**config.mk**
```make
export PLATFORM = sky130hd
export DESIGN_NAME = cpt_sched_flat
export DESIGN_NICKNAME = d
export VERILOG_FILES = /design/src/rtl/cpt_sched_if.sv /design/src/rtl/cpt_sched.sv /design/src/flat_wrapper.sv
export SDC_FILE = /design/constraint.sdc
export NUM_CORES = 1
export LEC_CHECK = 0
export CAP_MARGIN = 20
export CORE_MARGIN = 1.5
export CORE_UTILIZATION = 46
export CTS_CLUSTER_DIAMETER = 50
export DETAILED_ROUTE_END_ITERATION = 8
export HOLD_SLACK_MARGIN = 0.08
export PLACE_DENSITY = 0.85
export SYNTH_ARGS = -nofsm -noshare
export SYNTH_HDL_FRONTEND = slang
export SYNTH_SLANG_ARGS = --single-unit
```
**constraint.sdc**
```tcl
create_clock -name clk -period 2.15 [get_ports clk]
set_input_delay 0.3225 -clock clk [delete_from_list [all_inputs] [get_ports clk]]
set_output_delay 0.3225 -clock clk [all_outputs]
set_load 0.01 [all_outputs]
```
**src/rtl/cpt_sched_if.sv**
```systemverilog
// Bundle between the counter scheduler, its requesters and the shared counter.
// The master side drives requests, targets and the counter value; the slave side is the scheduler.
interface cpt_sched_if #(
    parameter int WIDTH = 3,
    parameter int NREQ  = 4
);
    logic [NREQ-1:0]       req;
    logic [NREQ*WIDTH-1:0] target;
    logic [WIDTH-1:0]      cnt_val;
    logic                  cnt_clear;
    logic                  cnt_activate;
    logic [NREQ-1:0]       grant;
    logic [NREQ-1:0]       done;
    logic                  busy;

    modport master (
        output req, target, cnt_val,
        input  cnt_clear, cnt_activate, grant, done, busy
    );

    modport slave (
        input  req, target, cnt_val,
        output cnt_clear, cnt_activate, grant, done, busy
    );
endinterface

```
**src/rtl/cpt_sched.sv**
```systemverilog
// Round-robin owner of a shared up-counter: grants, clears, runs to the owner's target, pulses done.
//
//   state    | meaning
//   IDLE     | no owner; pick next requester after the round-robin pointer
//   CLEAR    | owner granted; counter cleared this cycle
//   RUN      | counter enabled while below the latched target
//   DONE     | one-cycle done pulse to the owner; grant still held
module cpt_sched #(
    parameter int WIDTH = 3,
    parameter int NREQ  = 4
) (
    input logic        clk,
    input logic        reset,
    cpt_sched_if.slave bus
);
    localparam int IDXW = (NREQ > 1) ? $clog2(NREQ) : 1;

    localparam logic [1:0] ST_IDLE  = 2'd0;
    localparam logic [1:0] ST_CLEAR = 2'd1;
    localparam logic [1:0] ST_RUN   = 2'd2;
    localparam logic [1:0] ST_DONE  = 2'd3;

    logic [1:0]       state_q, state_d;
    logic [IDXW-1:0]  idx_q, idx_d;
    logic [IDXW-1:0]  ptr_q, ptr_d;
    logic [WIDTH-1:0] tgt_q, tgt_d;
    logic [NREQ-1:0]  grant_q, grant_d;
    logic [NREQ-1:0]  done_q, done_d;
    logic             busy_q, busy_d;

    logic [WIDTH-1:0] tgt_arr [NREQ];
    logic             pick_vld;
    logic [IDXW-1:0]  pick_idx;
    logic             own_req;
    logic             at_target;

    for (genvar g = 0; g < NREQ; g++) begin : g_tgt
        assign tgt_arr[g] = bus.target[g*WIDTH +: WIDTH];
    end

    // Scan from farthest to nearest so the candidate closest after the pointer wins.
    always_comb begin
        int c;
        c        = 0;
        pick_vld = 1'b0;
        pick_idx = '0;
        for (int k = NREQ; k >= 1; k--) begin
            c = (int'(ptr_q) + k) % NREQ;
            if (bus.req[IDXW'(c)]) begin
                pick_vld = 1'b1;
                pick_idx = IDXW'(c);
            end
        end
    end

    assign own_req   = bus.req[idx_q];
    assign at_target = (bus.cnt_val >= tgt_q);

    always_comb begin
        state_d = state_q;
        idx_d   = idx_q;
        ptr_d   = ptr_q;
        tgt_d   = tgt_q;
        grant_d = grant_q;
        done_d  = '0;
        case (state_q)
            ST_IDLE: begin
                grant_d = '0;
                if (pick_vld) begin
                    idx_d   = pick_idx;
                    tgt_d   = tgt_arr[pick_idx];
                    grant_d = NREQ'(1) << pick_idx;
                    state_d = ST_CLEAR;
                end
            end
            ST_CLEAR: begin
                if (!own_req) begin
                    grant_d = '0;
                    ptr_d   = idx_q;
                    state_d = ST_IDLE;
                end else begin
                    state_d = ST_RUN;
                end
            end
            ST_RUN: begin
                // A withdrawn owner loses the counter even if it hit its target this cycle.
                if (!own_req) begin
                    grant_d = '0;
                    ptr_d   = idx_q;
                    state_d = ST_IDLE;
                end else if (at_target) begin
                    done_d  = grant_q;
                    state_d = ST_DONE;
                end
            end
            ST_DONE: begin
                grant_d = '0;
                ptr_d   = idx_q;
                state_d = ST_IDLE;
            end
            default: begin
                grant_d = '0;
                state_d = ST_IDLE;
            end
        endcase
        busy_d = (state_d != ST_IDLE);
    end

    always_ff @(posedge clk or negedge reset) begin
        if (!reset) begin
            state_q <= ST_IDLE;
            idx_q   <= '0;
            ptr_q   <= IDXW'(NREQ - 1);
            tgt_q   <= '0;
            grant_q <= '0;
            done_q  <= '0;
            busy_q  <= 1'b0;
        end else begin
            state_q <= state_d;
            idx_q   <= idx_d;
            ptr_q   <= ptr_d;
            tgt_q   <= tgt_d;
            grant_q <= grant_d;
            done_q  <= done_d;
            busy_q  <= busy_d;
        end
    end

    assign bus.grant        = grant_q;
    assign bus.done         = done_q;
    assign bus.busy         = busy_q;
    assign bus.cnt_clear    = (state_q == ST_CLEAR);
    assign bus.cnt_activate = (state_q == ST_RUN) && own_req && !at_target;
endmodule

```
**src/flat_wrapper.sv**
```systemverilog
// flat-port wrapper written by rule: the top's interface ports become plain ports
module cpt_sched_flat 
#(
    parameter int WIDTH = 3,
    parameter int NREQ  = 4
)
  (clk, reset, bus_req, bus_target, bus_cnt_val, bus_cnt_clear, bus_cnt_activate, bus_grant, bus_done, bus_busy);
  cpt_sched_if #(.WIDTH(WIDTH), .NREQ(NREQ)) bus_i ();
  input logic clk;
  input logic reset;
  input wire logic [$bits(bus_i.req)-1:0] bus_req;
  input wire logic [$bits(bus_i.target)-1:0] bus_target;
  input wire logic [$bits(bus_i.cnt_val)-1:0] bus_cnt_val;
  output wire logic [$bits(bus_i.cnt_clear)-1:0] bus_cnt_clear;
  output wire logic [$bits(bus_i.cnt_activate)-1:0] bus_cnt_activate;
  output wire logic [$bits(bus_i.grant)-1:0] bus_grant;
  output wire logic [$bits(bus_i.done)-1:0] bus_done;
  output wire logic [$bits(bus_i.busy)-1:0] bus_busy;
  assign bus_i.req = bus_req;
  assign bus_i.target = bus_target;
  assign bus_i.cnt_val = bus_cnt_val;
  assign bus_cnt_clear = bus_i.cnt_clear;
  assign bus_cnt_activate = bus_i.cnt_activate;
  assign bus_grant = bus_i.grant;
  assign bus_done = bus_i.done;
  assign bus_busy = bus_i.busy;
  cpt_sched #(.WIDTH(WIDTH), .NREQ(NREQ)) u_core (.clk(clk), .reset(reset), .bus(bus_i));
endmodule
```
# [After elaboration in Yosys (flattened, before gate mapping)]
# Index checks and enable logic that the tools add are counted.
[op_classes] addsub=4 n_mul=0 div=0 order_cmp=7 n_eq_ne=4 n_shift=1 mux=38 n_bitwise=1 reduce_logical=9
[ops] cell="two-way mux 4 bit" count=5
[ops] cell="two-way mux 2 bit" count=9
[ops] cell="< comparator 2 x 4 -> 1 bit (second input constant)" count=4
[ops] cell="two-way mux 1 bit" count=13
[ops] cell="case mux 4 bit (3 select lines)" count=1
[ops] cell="binary-select mux 1 bit (select 2 bit)" count=5
[ops] cell="case mux 2 bit (4 select lines)" count=1
[ops] cell="binary-select mux 3 bit (select 2 bit)" count=1
[ops] cell="two-way mux 3 bit" count=2
[ops] cell="adder 2 x 1 -> 2 bit (second input constant)" count=2
[ops] cell="adder 2 bit (second input constant)" count=2
[ops] cell="== test 2 bit (second input constant)" count=2
[ops] cell="case mux 2 bit (2 select lines)" count=1
[ops] cell="AND reduction 2 bit" count=2
[ops] cell="nonzero test 2 bit" count=2
[ops] cell="left shift 1 x 2 -> 4 bit (first input constant)" count=1
[ops] cell=">= comparator 3 bit" count=1
[ops] cell=">= comparator 3 bit (second input constant)" count=1
[ops] cell="< comparator 2 x 3 -> 1 bit (second input constant)" count=1
[ops] cell="inverter 2 -> 3 bit" count=1
[ops] cell="== test 2 x 1 -> 1 bit (second input constant)" count=1
[ops] cell="logical AND 1 bit" count=2
[ops] cell="logical NOT 2 bit" count=1
[ops] cell="!= test 2 bit (second input constant)" count=1
[ops] cell="other kinds (2)" count=2
[totals] reg_bits=18 latchBits=0 ramBits=0 rom_bits=0 inputBits=21 output_inout_bits=11 wordCells=71 n_memories=0

# [Longest topological paths before layout]
[logic_depth] word_depth=12 mapped_depth=7 depth_no_buf=7

# [Worst setup path after synthesis]
# Ideal clock, no wire load.
[synth_path] path_type="reg2reg" start="register u_core.idx_q[1]" end="register u_core.ptr_q[0]" setup_time_ns=0.082 arrival_ns=1.554 path_slack_ns=0.514 path_stages_with_launch=6 path_buffers=1 synth_period_minus_slack_ns=1.636 path_cell_list="dfrtp_1 > mux4_2 > and2_4 > buf_6 > nor2_4 > mux2_2"
[synth_between] elab_chain_cells=4
[synth_rtl] element="start: declaration" line_no="cpt_sched.sv:24" text="logic [IDXW-1:0] idx_q, idx_d;"
[synth_rtl] element="start signal: assignment" line_no="cpt_sched.sv:120" text="idx_q <= idx_d;"
[synth_rtl] element="binary-select mux 1 bit (select 2 bit)" line_no="cpt_sched.sv:56" text="assign own_req = bus.req[idx_q];"
[synth_rtl] element="two-way mux 1 bit (implied by the code)" line_no="cpt_sched.sv:56"
[synth_rtl] element="!= test 2 bit (no line)"
[synth_rtl] element="AND reduction 2 bit (no line)"
[synth_rtl] element="end signal: assignment" line_no="cpt_sched.sv:113" text="ptr_q <= IDXW'(NREQ - 1);"
[synth_rtl] element="end signal: assignment" line_no="cpt_sched.sv:121" text="ptr_q <= ptr_d;"
[synth_rtl] element="end: declaration" line_no="cpt_sched.sv:25" text="logic [IDXW-1:0] ptr_q, ptr_d;"
# Every way passes these cells. The select of a mux whose other input is x is not followed.
# A chain may end at the register's enable or synchronous reset.

# [Final worst setup path]
[layout_path] start="input bus_req[3]" end="output bus_cnt_activate"
[layout_between] elab_chain_cells=4
[layout_rtl] element="start: declaration" line_no="flat_wrapper.sv:11" text="input wire logic [$bits(bus_i.req)-1:0] bus_req;"
[layout_rtl] element="binary-select mux 1 bit (select 2 bit)" line_no="cpt_sched.sv:56"
[layout_rtl] element="two-way mux 1 bit (implied by the code)" line_no="cpt_sched.sv:56"
[layout_rtl] element="logical AND 1 bit (2 in a row)" line_no="cpt_sched.sv:133" text="assign bus.cnt_activate = (state_q == ST_RUN) && own_req && !at_target;"
[layout_rtl] element="end: declaration" line_no="flat_wrapper.sv:15" text="output wire logic [$bits(bus_i.cnt_activate)-1:0] bus_cnt_activate;"
# Every way passes these cells. The select of a mux whose other input is x is not followed.

==> impl_metrics.toml <==
[grt]
grt.total_usage_pct = 21.1
first_global_vias = 964
grt_max_degree = 19
globalRoute.totalOverflow = 0
grt_pass1_wl_mm = 4.14
antenna_found_initial = 0

[yosys]
synth.area.top_cells = "dfrtp_1 37%, ha_1 8.1%, mux2i_1 5.6%"
synth_warnings = 0
synth_common_cells = "16 x dfrtp_1, 13 x nand2_1, 8 x inv_1"
yosys.area.top_type = "dfrtp_1"
yosys.cell_types.count = 38
seq_area_frac_synth_pct = 42.0
syn_area_per_cell_um2 = 10.5
synth_edf_count = 0
synthCells = 103
post-synth-top-count-cell = "dfrtp_1"
synth_top_area_share_pct = 37.2
netlist_area_um2 = 1080
ys_ff_latch = 18
ys.flop_type = "dfrtp_1"
syn_nets = 131
async_reset_ff_share_pct = 100

[clock_network]
postCtsSetupBuffers = 0
ctsHtreeMaxLevel = 1
cts_tree = "built"
cts_root_buf = "clkbuf_4"
path_clk_slew_ns = 0.11
clockBufferDepth = 2
clk_latency_ns = 0.31
cts_buffers = 3
clock_sinks = 18

[timing]
fin_skew_ns = 0.00694
finalSetupViolCount = 0
slew_headroom_pct = 74.7
rsz0062_at_grt = "false"
finalCriticalPeriod_ns = 2.09
hold_viol = 0
max_freq_ghz = 0.479
fin_crit_sh_pct = 97.2
worstMarginPinSlew_ns = 0.380
timing.setup.tns_ns = 0
slew_viol_final = 0

[pwr]
p_per_area_nw_per_um2 = 1250
ir_drop_mv = 0.797
p_leak_nw = 0.695

[die]
num_io_pins = 32
die_height_um = 51.4
initial_core_util_pct = 48.7
rows = 17
die_w_um = 51.4
die_area_um2 = 2640
coreArea_um2 = 2210

[placed_design]
dp_hpwl_mm = 1.93
dp.cells = 169
gp_congestion = 0.804
port-buffer-count = 31

[cells_and_area]
multiInputGateArea_um2 = 567
register_area_um2 = 453
fillCellCount = 183
areaGrowthSynthToFinish_pct = 40.1
drive_above_1_share_pct = 21.4
finalNonFillerCells = 173
diodes = 0
fin_nets = 174

[detailed_routing]
vias = 966
drt_pass1_iterations = 4
dr.first_iter.drc_count = 17
wl_per_cell_um = 13.8
drc = 0
ant_nets = 0
wirelength_mm = 2.39
vias_per_cell = 5.58

[setup_path]
crit_arrival_ns = 1.77
reg2reg_slack_ns = 0.37
worstReg2RegStart = "u_core.idx_q[1]"
path_class = "in2out"
r2r_end = "u_core.ptr_q[1]"
crit_end = "bus_cnt_activate"
rr_worst_depth = 5
start_kind = "input pin"
critical_path_required_ns = 1.83
startpoint = "bus_req[3]"
endpoint_kind = "primary output"
critPathMaxFanout = 2

[run_status]
outcome = "finished clean"

[min_path]
hold_class = "in2async"

[run]
max-cap-violations = 0
## per-layer routing
metal | GRT usage (%) | vias to the layer above | routed length, um
met1 | 22.5 | 468 | 878
met5 | 0 | - | 0
met4 | 8.77 | 0 | 59
met2 | 39.5 | 38 | 1330
li1 | - | 453 | -
met3 | 4.68 | 7 | 116
## flip-flops by register name, summed over array words and instances, names as in the netlist
signal,flops
u_core.bus.done,4
u_core.bus.grant,4
u_core.idx_q,2
u_core.state_q,2
u_core.ptr_q,2
u_core.tgt_q,3
u_core.bus.busy,1
## cell families (layout without fill, tap and decap cells)
group,after synthesis,count (layout),synth area share [%]
flip-flops,18,18,42.0
AND/OR/NAND/NOR,33,33,17.2
AO/OA/AOI/OAI,23,23,16.5
adder cells (fa/ha/maj),7,7,8.13
multiplexers,10,10,10.8
buffers and inverters,12,54,5.34
## power breakdown
| group | switching, W | internal, W | leakage [nW] |
|---|---|---|---|
| Clock | 0.000113 | 0.000104 | 0.0210 |
| Sequential | 0.000112 | 0.000484 | 0.229 |
| Combinational | 0.000524 | 0.000545 | 0.446 |
| Total | 0.000749 | 0.00113 | 0.695 |
## worst max-delay path, stage by stage
cell and delay [ns]:
clkdlybuf4s50_1 0.45, mux4_2 0.51, and2_2 0.21, nor2b_1 0.12
buf_2 0.15
## how the worst min path moves through the flow
stage | start | end | slack (ns) | cells after the start
after floorplan | reset | u_core.bus.busy | 0.03 | 0
after global placement | u_core.tgt_q[2] | u_core.tgt_q[2] | 0.48 | 2
after detailed placement | u_core.tgt_q[0] | u_core.tgt_q[0] | 0.48 | 2
after CTS | reset | u_core.bus.busy | 0.34 | 2
after global routing | reset | u_core.state_q[0] | 0.34 | 2
final | reset | u_core.state_q[0] | 0.33 | 2
## placed cells by master (no fill, tap or decap), types with 3 or more instances in the layout
cell              n
clkdlybuf4s50_1  30
dfrtp_1          16
nand2_1          13
buf_4            11
inv_1             8
ha_1              7
mux2i_1           6
o21ai_0           5
and3_1            4
o221ai_1          4
a21oi_1           3
mux2_2            3
clkbuf_4          3
## metrics by stage
step	hold WS (ns)	setup slack, ns	cell area, um^2	total power, W	utilization [%]
floorplan	0.0269	0.514	1080	0.00131	-
global placement	0.483	-0.214	1480	0.00160	66.8
detailed placement	0.483	-0.277	1480	0.00167	66.8
CTS	0.336	0.0623	1510	0.00189	68.2
global route	0.341	0.0101	1510	0.00203	68.2
finish	0.327	0.0604	1510	0.00188	68.2
## timing repair
item / CTS / global route
gates resized for setup: 4 / 0
hold buffers: 0 / 0
endpoints found under the setup margin: 1 / 0
## final cells by class
class / instances / area share (%)
Clock buffer: 4 / 2.40
Tap cell: 28 / 2.32
Inverter: 8 / 1.99
Timing Repair Buffer: 42 / 25.7
Sequential cell: 18 / 30.0
Multi-Input combinational cell: 73 / 37.6
(Power assumes the default switching activity.)
